### src/rtl/mem_arb_pkg.sv
// Shared definitions for the memory-space arbiter: owner encoding, memory-map bounds
// (common with the mem_space decoder) and address-range helpers.
package mem_arb_pkg;

    typedef enum logic [1:0] {
        OWN_IDLE = 2'd0,
        OWN_CPU  = 2'd1,
        OWN_DMA  = 2'd2
    } owner_e;

    localparam logic [15:0] MAP_PER8_BASE  = 16'h0010;
    localparam logic [15:0] MAP_PER16_BASE = 16'h0100;
    localparam logic [15:0] MAP_RAM_BASE   = 16'h0200;
    localparam logic [15:0] MAP_RAM_END    = 16'h0400;
    localparam logic [15:0] MAP_ROM_BASE   = 16'hC000;

    localparam logic [15:0] ERR_RDATA      = 16'h3FFF;

    // Nothing is decoded between the top of RAM and the ROM base.
    function automatic logic addr_unused(input logic [15:0] a);
        return (a >= MAP_RAM_END) && (a < MAP_ROM_BASE);
    endfunction

    function automatic logic addr_rom(input logic [15:0] a);
        return a >= MAP_ROM_BASE;
    endfunction

endpackage

### src/rtl/mem_arb_mux.sv
// Owner-select of the CPU/DMA access onto the memory-space bus, ack decode and read-data
// steering. With MEM_ARB_BUS_ERR_EN defined it also flags accesses outside the memory map.
module mem_arb_mux
    import mem_arb_pkg::*;
(
    input  owner_e      i_owner,
    input  logic        i_cpu_req,
    input  logic [15:0] i_cpu_addr,
    input  logic [15:0] i_cpu_wdata,
    input  logic        i_cpu_we,
    input  logic        i_cpu_bw,
    input  logic        i_dma_req,
    input  logic [15:0] i_dma_addr,
    input  logic [15:0] i_dma_wdata,
    input  logic        i_dma_we,
    input  logic        i_dma_bw,
    input  logic [15:0] i_mem_rdata,
`ifdef MEM_ARB_BUS_ERR_EN
    output logic        o_err,
`endif
    output logic        o_cpu_ack,
    output logic [15:0] o_cpu_rdata,
    output logic        o_dma_ack,
    output logic [15:0] o_dma_rdata,
    output logic [15:0] o_mem_mab,
    output logic [15:0] o_mem_mdb_wr,
    output logic        o_mem_mw,
    output logic        o_mem_bw
);

    logic        w_ack;
    logic        w_we;
    logic        w_err;
    logic [15:0] w_rdata;

    assign o_cpu_ack = (i_owner == OWN_CPU) && i_cpu_req;
    assign o_dma_ack = (i_owner == OWN_DMA) && i_dma_req;
    assign w_ack     = o_cpu_ack | o_dma_ack;

    // The bus follows the owner even when its req has dropped; only MW is gated by ack.
    always_comb begin
        o_mem_mab    = 16'h0000;
        o_mem_mdb_wr = 16'h0000;
        o_mem_bw     = 1'b0;
        w_we         = 1'b0;
        case (i_owner)
            OWN_CPU: begin
                o_mem_mab    = i_cpu_addr;
                o_mem_mdb_wr = i_cpu_wdata;
                o_mem_bw     = i_cpu_bw;
                w_we         = i_cpu_we;
            end
            OWN_DMA: begin
                o_mem_mab    = i_dma_addr;
                o_mem_mdb_wr = i_dma_wdata;
                o_mem_bw     = i_dma_bw;
                w_we         = i_dma_we;
            end
            default: begin
                o_mem_mab    = 16'h0000;
                o_mem_mdb_wr = 16'h0000;
                o_mem_bw     = 1'b0;
                w_we         = 1'b0;
            end
        endcase
    end

`ifdef MEM_ARB_BUS_ERR_EN
    assign w_err = w_ack && (addr_unused(o_mem_mab) || (w_we && addr_rom(o_mem_mab)));
    assign o_err = w_err;
`else
    assign w_err = 1'b0;
`endif

    assign o_mem_mw    = w_we && w_ack && !w_err;
    assign w_rdata     = w_err ? ERR_RDATA : i_mem_rdata;
    assign o_cpu_rdata = o_cpu_ack ? w_rdata : 16'h0000;
    assign o_dma_rdata = o_dma_ack ? w_rdata : 16'h0000;

endmodule

### src/rtl/mem_arbiter.sv
// Shares the memory-space port between the CPU and one DMA channel: DMA has priority, limited
// by DMA_MAX_BURST so the CPU keeps progressing. MEM_ARB_BUS_ERR_EN adds bus_err/err_addr.
module mem_arbiter
    import mem_arb_pkg::*;
#(
    parameter int DMA_MAX_BURST = 8,
    parameter int CNT_W         = 8
)(
    input  logic        clk,
    input  logic        rst,
    input  logic        cpu_req,
    input  logic [15:0] cpu_addr,
    input  logic [15:0] cpu_wdata,
    input  logic        cpu_we,
    input  logic        cpu_bw,
    output logic        cpu_ack,
    output logic [15:0] cpu_rdata,
    input  logic        dma_req,
    input  logic [15:0] dma_addr,
    input  logic [15:0] dma_wdata,
    input  logic        dma_we,
    input  logic        dma_bw,
    output logic        dma_ack,
    output logic [15:0] dma_rdata,
    output logic [15:0] mem_MAB,
    output logic [15:0] mem_MDB_wr,
    output logic        mem_MW,
    output logic        mem_BW,
    input  logic [15:0] mem_MDB_rd,
`ifdef MEM_ARB_BUS_ERR_EN
    output logic        bus_err,
    output logic [15:0] err_addr,
`endif
    output logic [1:0]  owner
);

    localparam logic [CNT_W-1:0] CNT_LIMIT =
        (DMA_MAX_BURST == 0) ? {CNT_W{1'b1}} : CNT_W'(DMA_MAX_BURST);

    owner_e           r_owner;
    owner_e           w_owner_next;
    logic [CNT_W-1:0] r_burst_cnt;
    logic [CNT_W-1:0] w_cnt_next;
    logic             w_force_cpu;

    // The count seen by the force check includes the grant in progress, so the CPU slot
    // follows exactly DMA_MAX_BURST consecutive DMA acks.
    always_comb begin
        w_cnt_next = '0;
        if (r_owner == OWN_DMA) begin
            w_cnt_next = r_burst_cnt;
            if (dma_ack && (r_burst_cnt != CNT_LIMIT)) begin
                w_cnt_next = r_burst_cnt + 1'b1;
            end
        end
    end

    assign w_force_cpu = (DMA_MAX_BURST != 0) && (w_cnt_next == CNT_LIMIT) && cpu_req;

    always_comb begin
        w_owner_next = OWN_IDLE;
        if (dma_req && !w_force_cpu) begin
            w_owner_next = OWN_DMA;
        end else if (cpu_req) begin
            w_owner_next = OWN_CPU;
        end
    end

    always_ff @(posedge clk or posedge rst) begin
        if (rst) begin
            r_owner     <= OWN_IDLE;
            r_burst_cnt <= '0;
        end else begin
            r_owner     <= w_owner_next;
            r_burst_cnt <= w_cnt_next;
        end
    end

    assign owner = r_owner;

`ifdef MEM_ARB_BUS_ERR_EN
    logic        w_err;
    logic        r_bus_err;
    logic [15:0] r_err_addr;
`endif

    mem_arb_mux u_mux (
        .i_owner      (r_owner),
        .i_cpu_req    (cpu_req),
        .i_cpu_addr   (cpu_addr),
        .i_cpu_wdata  (cpu_wdata),
        .i_cpu_we     (cpu_we),
        .i_cpu_bw     (cpu_bw),
        .i_dma_req    (dma_req),
        .i_dma_addr   (dma_addr),
        .i_dma_wdata  (dma_wdata),
        .i_dma_we     (dma_we),
        .i_dma_bw     (dma_bw),
        .i_mem_rdata  (mem_MDB_rd),
`ifdef MEM_ARB_BUS_ERR_EN
        .o_err        (w_err),
`endif
        .o_cpu_ack    (cpu_ack),
        .o_cpu_rdata  (cpu_rdata),
        .o_dma_ack    (dma_ack),
        .o_dma_rdata  (dma_rdata),
        .o_mem_mab    (mem_MAB),
        .o_mem_mdb_wr (mem_MDB_wr),
        .o_mem_mw     (mem_MW),
        .o_mem_bw     (mem_BW)
    );

`ifdef MEM_ARB_BUS_ERR_EN
    always_ff @(posedge clk or posedge rst) begin
        if (rst) begin
            r_bus_err  <= 1'b0;
            r_err_addr <= 16'h0000;
        end else begin
            r_bus_err <= w_err;
            if (w_err) begin
                r_err_addr <= mem_MAB;
            end
        end
    end

    assign bus_err  = r_bus_err;
    assign err_addr = r_err_addr;
`endif

endmodule

### config.mk
export PLATFORM = sky130hd
export DESIGN_NAME = mem_arbiter
export DESIGN_NICKNAME = d
export VERILOG_FILES = /design/src/rtl/mem_arb_pkg.sv /design/src/rtl/mem_arb_mux.sv /design/src/rtl/mem_arbiter.sv
export SDC_FILE = /design/constraint.sdc
export NUM_CORES = 1
export LEC_CHECK = 0
export ABC_AREA = 1
export BUFFER_PORTS_ARGS = -buffer_cell sky130_fd_sc_hd__buf_4
export CAP_MARGIN = 40
export CORE_MARGIN = 4
export CORE_UTILIZATION = 30
export CTS_BUF_LIST = sky130_fd_sc_hd__clkbuf_4
export DETAILED_ROUTE_END_ITERATION = 10
export PLACE_DENSITY = 0.75
export SYNTH_ARGS = -nofsm -noshare
export SYNTH_HDL_FRONTEND = slang
export SYNTH_SLANG_ARGS = --single-unit
### constraint.sdc
create_clock -name clk -period 2.3 [get_ports clk]
set_input_delay 0.69 -clock clk [delete_from_list [all_inputs] [get_ports clk]]
set_output_delay 0.69 -clock clk [all_outputs]
set_load 0.05 [all_outputs]
==> results.cfg <==
[outcome]
run_status = finished, final reports clean

[worst_hold_path]
min_path_type = input port to asynchronous set/reset pin

[route]
drt-initial-drc-count = 74
drt-met1-wl_um = 2920
wl_met3_um = 547
highest_layer = met4
via_per_inst = 4.79
drc_errors = 0
ant_nets = 0
drt_wl_total_um = 7650
vias = 2371
first_pass_iters = 4
met2_length_um = 4080
detail_route.wl_per_cell_um = 15.5

[synthesis]
syn_nets = 373
ys_ff_latch = 10
synth_area_um2 = 1450
synth_area_per_cell_um2 = 5.14
yosys.cell_types.count = 24
synthCells = 281
yosysSeqAreaShare_pct = 17.3
yosys-top-cells-area = nand2_1 27%, dfrtp_1 17%, a21oi_1 12%
yosysTopAreaCellShare_pct = 27.0
synth_largest_area_cell = nand2_1
synth.yosys.warnings = 0

[sta]
finalMaxSlewViolations = 0
tightestPinTransition_ns = 0.373
timing.fmax_mhz = 436
clock_skew_ns = 0.00998
post-route-period-util_pct = 99.6
slew_headroom_pct = 75.1
rsz0062_at_grt = yes
hold_viol_final = 0
setup_viol = 0
tns_ns = 0
whs_ns = 0.393
period_needed_ns = 2.29
fin_ws_ns = 0.00845

[cells_and_area]
area_growth_pct = 146
seqCellArea_um2 = 253
final_area_um2 = 3550
nNetsFinal = 536
layout.cells.most_common = buf_4
multi_input_comb_area_um2 = 1490
fin_util_pct = 78.9
layout_common_cells = 128 x buf_4, 100 x nand2_1, 38 x buf_6
final_layout_size_suffix_gt1_share_pct = 59.8
antenna_cells = 0
layoutNonFillerInstCount = 495
fillCellCount = 322

[clock_network]
insertion_delay_ns = 0.27
cts_root_buffer = clkbuf_4
clockBufferDepth = 2
clock_sinks = 10
path_clk_slew_ns = 0.07
ctsHoldBuffers = 0
cts_tree = done
cts_max_level = 1
cts_made_buffers = 3

[floorplan]
die-area_um2 = 5990
fp.dieW_um = 77.4
die_h_um = 77.4
ios = 158
fp-row-count = 24
fp.coreArea_um2 = 4500
initial_core_util_pct = 32.1

[power]
ir_worst_vdd_uv = 316
total_leakage_power_nw = 1.76
power_density_nw_per_um2 = 298
power.total_mw = 1.06

[setup_path]
crit_required_ns = 1.61
cp_num_buf_inv = 2
critPathSlowestCell = dfrtp_2
cp_max_fo = 4
critical_path.top_delay_family = flip-flops
cp-start-kind = flip-flop
arrival_ns = 1.60
cpPeakStageDelay_ns = 0.44
end_kind = output port
timing_worst_setup_path_type = flip-flop to output port
path_cells = inv_2, ha_4, nand2_4, a221oi_4, buf_6

[place]
placed_cell_area_um2 = 3270
io_buffers = 157
dp_slack_ns = 0.187
placedCellCount = 483
place_congestion = 0.857
dp_hpwl_um = 5890

[grt]
antenna_found_initial = 0
grt_pass1_vias = 2336
overflow = 0
grt_usage_pct = 23.2
grt_first_pass_wirelength_um = 11600
grt_max_degree = 19

[run]
maxCapViolCount = 0
-- cell usage after synthesis --
master,instances
xor2_1,1
buf_6,1
a21oi_1,34
nand2_1,104
nor2_2,1
nor2_1,43
nor2_4,2
inv_1,36
nand4_1,1
ha_1,4
nand3_2,1
nand2_2,5
clkbuf_1,13
o21ai_2,1
nand3_1,12
nand3b_1,1
dfrtp_1,10
o21bai_1,1
clkinv_2,1
nor3_2,1
nor3_1,1
inv_2,4
buf_4,2
a221oi_1,1
-- worst paths after layout --
| check | from | to | slack, ns | cells past startpoint |
|---|---|---|---|---|
| setup reg to reg | owner[0] | owner[1] | 0.22 | 13 |
| min in group clk | dma_req | owner[0] | 0.63 | 2 |
| setup / recovery | owner[1] | mem_MW | 0.008 | 5 |
| max in group asynchronous | rst | owner[0] | 1.62 | 2 |
| hold / removal | rst | r_burst_cnt[4] | 0.39 | 2 |
| hold reg to reg | r_burst_cnt[1] | r_burst_cnt[1] | 0.68 | 4 |
-- report_power, final --
| group | internal, mW | switching, mW |
|---|---|---|
| clock | 0.0788 | 0.0606 |
| combinational | 0.301 | 0.433 |
| sequential | 0.181 | 0.00460 |
| total | 0.560 | 0.498 |
-- routing by layer --
layer  GRT usage [%]  vias to the layer above
met5               0                        -
met2            42.8                      110
li1                -                     1181
met4            4.98                        0
met1            27.9                     1069
met3            4.28                       11
-- layout make-up --
cell class	count	share of cell area [%]
multi-input combinational	214	42.1
timing repair buffer	174	43.7
inverter	41	4.47
sequential	10	7.12
clock buffer	4	0.845
tap	52	1.83
-- flip-flops by register name, indices dropped and copies added, names as in the netlist --
name,flops
r_burst_cnt,8
owner,2
-- repair_timing --
action                     CTS  global route
setup endpoints to repair   66            50
buffers inserted             5             2
pin swaps                    2             3
gates cloned                 1             0
gates resized for setup     23            28
-- logic make-up (layout without fill, tap and decap cells) --
kind of cell | count (synthesis) | in the layout | share of synthesized area, %
simple gates | 172 | 172 | 49.2
compound gates | 37 | 37 | 13.5
buf+inv | 57 | 219 | 15.9
fa+ha+maj | 4 | 4 | 3.46
xor+xnor | 1 | 1 | 0.606
flops | 10 | 10 | 17.3
Power figures use the tool's default switching activity.
